<file path="config.mk">
export PLATFORM = sky130hd
export DESIGN_NAME = bru
export DESIGN_NICKNAME = d
export VERILOG_FILES = /design/src/rtl/bru_pkg.sv /design/src/rtl/bru_cmp.sv /design/src/rtl/bru.sv
export SDC_FILE = /design/constraint.sdc
export NUM_CORES = 1
export LEC_CHECK = 0
export CAP_MARGIN = 20
export CORE_ASPECT_RATIO = 1.5
export CORE_UTILIZATION = 46
export DETAILED_ROUTE_END_ITERATION = 10
export HOLD_SLACK_MARGIN = 0.08
export PLACE_DENSITY = 0.8
export SYNTH_ARGS = -nofsm -noshare
export SYNTH_HDL_FRONTEND = slang
export SYNTH_HIERARCHICAL = 1
export SYNTH_SLANG_ARGS = --single-unit
</file>
<file path="constraint.sdc">
create_clock -name clk -period 4.85 [get_ports clk]
set_input_delay 1.2125 -clock clk [delete_from_list [all_inputs] [get_ports clk]]
set_output_delay 1.2125 -clock clk [all_outputs]
set_load 0.05 [all_outputs]
</file>
<file path="src/rtl/bru_pkg.sv">
`default_nettype none
// ============================================================================
//  Module  : bru_pkg
//  Brief   : Branch opcode encodings and decode helpers shared between the
//            branch resolution unit and the control unit.
//  Rev     : 1.0  initial release
// ============================================================================
package bru_pkg;

    localparam logic [4:0] BROP_NONE     = 5'b00000;
    localparam logic [4:0] BROP_BEQ      = 5'b01000;
    localparam logic [4:0] BROP_BNE      = 5'b01001;
    localparam logic [4:0] BROP_BLT      = 5'b01100;
    localparam logic [4:0] BROP_BGE      = 5'b01101;
    localparam logic [4:0] BROP_BLTU     = 5'b01110;
    localparam logic [4:0] BROP_BGEU     = 5'b01111;
    localparam int         BROP_JUMP_BIT = 4;

    // True only for the six conditional branch codes; reserved 01010/01011,
    // no-branch and unconditional jumps all return 0.
    function automatic logic is_cond_branch(input logic [4:0] br_op);
        logic r;
        r = 1'b0;
        case (br_op)
            BROP_BEQ, BROP_BNE,
            BROP_BLT, BROP_BGE,
            BROP_BLTU, BROP_BGEU: r = 1'b1;
            default:              r = 1'b0;
        endcase
        return r;
    endfunction

endpackage : bru_pkg
`default_nettype wire

</file>
<file path="src/rtl/bru_cmp.sv">
`default_nettype none
// ============================================================================
//  Module  : bru_cmp
//  Brief   : Operand comparator for branch resolution. Produces equality,
//            signed less-than and unsigned less-than flags.
//  Rev     : 1.0  initial release
// ============================================================================
module bru_cmp #(
    parameter int XLEN = 32
) (
    input  logic [XLEN-1:0] rs1_i,
    input  logic [XLEN-1:0] rs2_i,
    output logic            eq_o,
    output logic            lt_s_o,
    output logic            lt_u_o
);

    // Three independent flags; the opcode mux derives NE/GE/GEU by inversion.
    always_comb begin
        eq_o   = (rs1_i == rs2_i);
        lt_s_o = ($signed(rs1_i) < $signed(rs2_i));
        lt_u_o = (rs1_i < rs2_i);
    end

endmodule : bru_cmp
`default_nettype wire

</file>
<file path="src/rtl/bru.sv">
`default_nettype none
// ============================================================================
//  Module  : bru
//  Brief   : Branch resolution unit for the single-cycle RV32I core. Resolves
//            the PC source combinationally from two register operands and a
//            branch opcode, and keeps clocked branch statistics.
//  Rev     : 1.0  initial release
// ============================================================================
module bru
    import bru_pkg::*;
#(
    parameter int XLEN  = 32,
    parameter int CNT_W = 32
) (
    input  logic             clk,
    input  logic             rst_n,
    input  logic [XLEN-1:0]  ru_rs1,
    input  logic [XLEN-1:0]  ru_rs2,
    input  logic [4:0]       brOp,
    output logic             NextPCSrc,
    output logic             taken_q,
    output logic [CNT_W-1:0] br_cnt,
    output logic [CNT_W-1:0] taken_cnt
);

    logic             w_eq;
    logic             w_lt_s;
    logic             w_lt_u;
    logic             w_is_cond;
    logic             taken_d;
    logic [CNT_W-1:0] br_cnt_q;
    logic [CNT_W-1:0] br_cnt_d;
    logic [CNT_W-1:0] taken_cnt_q;
    logic [CNT_W-1:0] taken_cnt_d;

    bru_cmp #(
        .XLEN (XLEN)
    ) u_cmp (
        .rs1_i  (ru_rs1),
        .rs2_i  (ru_rs2),
        .eq_o   (w_eq),
        .lt_s_o (w_lt_s),
        .lt_u_o (w_lt_u)
    );

    // Opcode mux: the jump bit is tested first so unconditional jumps never
    // depend on the comparator flags (no X from undriven operands).
    always_comb begin
        NextPCSrc = 1'b0;
        if (brOp[BROP_JUMP_BIT]) begin
            NextPCSrc = 1'b1;
        end else begin
            case (brOp)
                BROP_BEQ:  NextPCSrc = w_eq;
                BROP_BNE:  NextPCSrc = ~w_eq;
                BROP_BLT:  NextPCSrc = w_lt_s;
                BROP_BGE:  NextPCSrc = ~w_lt_s;
                BROP_BLTU: NextPCSrc = w_lt_u;
                BROP_BGEU: NextPCSrc = ~w_lt_u;
                default:   NextPCSrc = 1'b0;
            endcase
        end
    end

    // Statistics next-state: only conditional branches count; counters wrap.
    always_comb begin
        w_is_cond   = is_cond_branch(brOp);
        taken_d     = NextPCSrc;
        br_cnt_d    = br_cnt_q;
        taken_cnt_d = taken_cnt_q;
        if (w_is_cond) begin
            br_cnt_d = br_cnt_q + CNT_W'(1);
            if (NextPCSrc) begin
                taken_cnt_d = taken_cnt_q + CNT_W'(1);
            end
        end
    end

    // Statistics registers, cleared asynchronously while rst_n is low.
    always_ff @(posedge clk or negedge rst_n) begin
        if (!rst_n) begin
            taken_q     <= 1'b0;
            br_cnt_q    <= '0;
            taken_cnt_q <= '0;
        end else begin
            taken_q     <= taken_d;
            br_cnt_q    <= br_cnt_d;
            taken_cnt_q <= taken_cnt_d;
        end
    end

    assign br_cnt    = br_cnt_q;
    assign taken_cnt = taken_cnt_q;

endmodule : bru
`default_nettype wire

</file>
==> flow_summary.yaml <==
yosys:
  syn-num-nets: 489
  synth.most_common_cell: "dfrtp_1"
  synth_edf_count: 0
  synthTopCellsByCount: "dfrtp_1, nand2_1, inv_1, xnor2_1, ha_1"
  synth_async_sr_flop_share_pct: 100
  synth-seq-cells: 65
  yosys_warnings: 6
  netlist_area_sq_um: 3840
  synth.distinct_cells: 42
  yosys-top-cells-area: "dfrtp_1, ha_1, xnor2_1"
  yosysTopAreaCell: "dfrtp_1"
  ys_seq_area_share_pct: 42.4
  ys.flop_type: "dfrtp_1"
  synthCells: 384
  synth_top_area_share_pct: 42.4
  avgSynthCellArea_sq_um: 9.99
critical_path:
  r2r_start: "br_cnt[8]"
  critPathRequiredTime_ns: 3.64
  crit_path_end_kind: "output port"
  arrival_ns: 3.71
  r2r_end: "br_cnt[23]"
  crit_path_start_kind: "primary input"
  cp-endpoint: "NextPCSrc"
  cpMaxStageDelayCell: "mux2_4"
  cp_common_cell: "buf_4"
  crit_path_cell_trace: "dlygate4sd2_1 > ha_4 > and4_1 > nand4_1 > buf_4 > buf_4 > nor2_2 > buf_4 > nor3_2 > mux2i_1 > mux2_4 > nand3b_1 > buf_12"
  reg2reg_slack_ns: 2.92
  r2r_cells: 5
  critPathMaxFanout: 2
  worst-setup-path-type: "in -> out"
  crit_start: "ru_rs1[30]"
  crit_path_max_incr_delay_ns: 0.34
detailed_routing:
  vias_per_cell: 5.21
  wire_per_inst_microns: 15.5
  wl_mm: 10.3
  dr.pass1.iters: 4
  dr_wl_met2_mm: 5.52
  drt_first_iter_violations: 143
  met3_length_microns: 562
  drtAntennaViolNets: 0
  vias: 3472
  met1Wirelength_mm: 3.89
  drc: 0
  highest_layer: "met4"
clocking:
  cts.htree.levels: 3
  cts_buffer_depth: 2
  clock_sinks: 65
  numCtsBuffers: 9
  cts_root_buffer: "clkbuf_16"
  cts_tree: "built"
  cts.clk_slew.worst_paths_ns: 0.05
  clk_latency_ns: 0.32
timing:
  fin_tns_setup_ns: -0.0680
  fin_crit_sh_pct: 101
  clock_skew_ns: 0.00271
  slew_viol_final: 0
  worstMarginPinSlew_ns: 0.684
  rsz0062_at_grt: "yes"
  worst_slack_ns: -0.0680
  min_period_ns: 4.92
  fmax_mhz: 203
  slew_headroom_pct: 53.9
  setup_viol: 1
  hold_viol_final: 0
placed_design:
  place.gp.congestion: 0.807
  dp_slack_ns: -0.397
  portBuffers: 136
  dp_hpwl_mm: 7.37
  dpl_cell_area_sq_um: 5450
global_routing:
  grt_pass1_wl_mm: 16.9
  grt_overflow: 0
  grt_pass1_vias: 3673
  grt_max_degree: 45
  grtUsageTotal_pct: 24.6
  antenna_found_initial: 0
status:
  failed_checks: "setup timing"
  status: "complete, but fails checks"
pwr:
  irDropWorstVdd_v: 0.000195
  leakagePower_nw: 2.89
  powerDensity_nw_per_um2: 294
die:
  core_area_sq_um: 8060
  rows: 40
  die_width_microns: 76.6
  dieArea_sq_um: 8720
  ios: 137
  die_h_microns: 114
  start_util_pct: 47.6
final_layout:
  areaGrowthSynthToFinish_pct: 59.2
  final_cell_area_sq_um: 6110
  diodes: 0
  nNetsFinal: 661
  fillers: 555
  drive_above_1_share_pct: 22.1
job:
  cap_viol_max_count: 0
worst_hold_path:
  hold_path.class: "reg -> reg"
## registers in the layout (all words and copies together), names as in the netlist
| signal | flops |
|---|---|
| br_cnt | 32 |
| taken_cnt | 32 |
| taken_q | 1 |
## how the worst min path moves through the flow
stage	slack [ns]	cells past startpoint	startpoint	endpoint
floorplan	0.76	2	br_cnt[1]	br_cnt[1]
global route	0.49	1	br_cnt[31]	br_cnt[31]
finish	0.48	1	br_cnt[31]	br_cnt[31]
global placement	0.47	1	br_cnt[31]	br_cnt[31]
CTS	0.48	1	br_cnt[31]	br_cnt[31]
detailed placement	0.47	1	br_cnt[31]	br_cnt[31]
## final cells by class
class                      instances  area (sq um)  share of cell area [%]
inverter                          38           145                    2.38
timing repair buffer             161          1480                    24.2
clock buffer                      14           274                    4.48
sequential                        65          1630                    26.6
clock inverter                     2          35.0                   0.573
tap                              105           131                    2.15
multi-input combinational        281          2420                    39.6
## per-stage QoR
stage / utilization (%) / hold slack [ns] / cells / power (W)
after global routing: 75.8 / 0.491 / 666 / 0.00188
after global placement: 67.6 / 0.466 / 640 / 0.00109
after floorplan: - / 0.765 / 384 / 0.000892
after detailed placement: 67.6 / 0.471 / 640 / 0.00110
final: 75.8 / 0.480 / 666 / 0.00180
after CTS: 74.5 / 0.478 / 660 / 0.00179
## worst max-delay path: cells and delay by family
kind,cells,cell delay (ns)
buffers and inverters,5,0.89
AND/OR/NAND/NOR,5,0.76
multiplexers,2,0.57
adder cells (fa/ha/maj),1,0.27
## layer usage
| layer | global-route usage, % | up-vias |
|---|---|---|
| met3 | 5.36 | 29 |
| met5 | 0 | - |
| li1 | - | 1658 |
| met4 | 12.8 | 0 |
| met2 | 45.3 | 146 |
| met1 | 26.0 | 1639 |
## timing repair
item                       4_1_cts  5_1_grt
resized for setup               94       45
hold buffers                     0        0
pin swaps                       34       25
setup endpoints to repair        1        1
setup buffers                    4        6
## kinds of logic (layout without fill, tap and decap cells)
logic type,after synthesis,in the layout,share of synthesized area (%)
AOI/OAI and AO/OA,25,25,4.79
xor gates and xnor gates,63,63,14.4
and+or+nand+nor,155,155,22.5
adders and majority gates,34,34,11.1
DFF,65,65,42.4
buffers and inverters,38,215,3.72
muxes,4,4,1.11
## where the power goes
part | leakage, nW | internal (W) | switching (W)
clock network | 0.153 | 0.000439 | 0.000220
logic | 1.86 | 0.000215 | 0.000287
registers | 0.876 | 0.000583 | 0.0000550
## cells in the final DEF (no fill, tap or decap), drive strengths merged, types with 6 or more instances in the layout
| master | n |
|---|---|
| clkdlybuf4s50 | 89 |
| dfrtp | 65 |
| nand2 | 39 |
| inv | 38 |
| xnor2 | 35 |
| ha | 34 |
| xor2 | 28 |
| buf | 28 |
| nand3 | 27 |
| dlygate4sd2 | 25 |
| clkbuf | 24 |
| nor2 | 21 |
| nor3 | 17 |
| nand4 | 14 |
| a21oi | 10 |
| and3 | 7 |
| and4 | 7 |
| and2 | 7 |
| clkdlybuf4s15 | 6 |
Power figures use the tool's default switching activity.
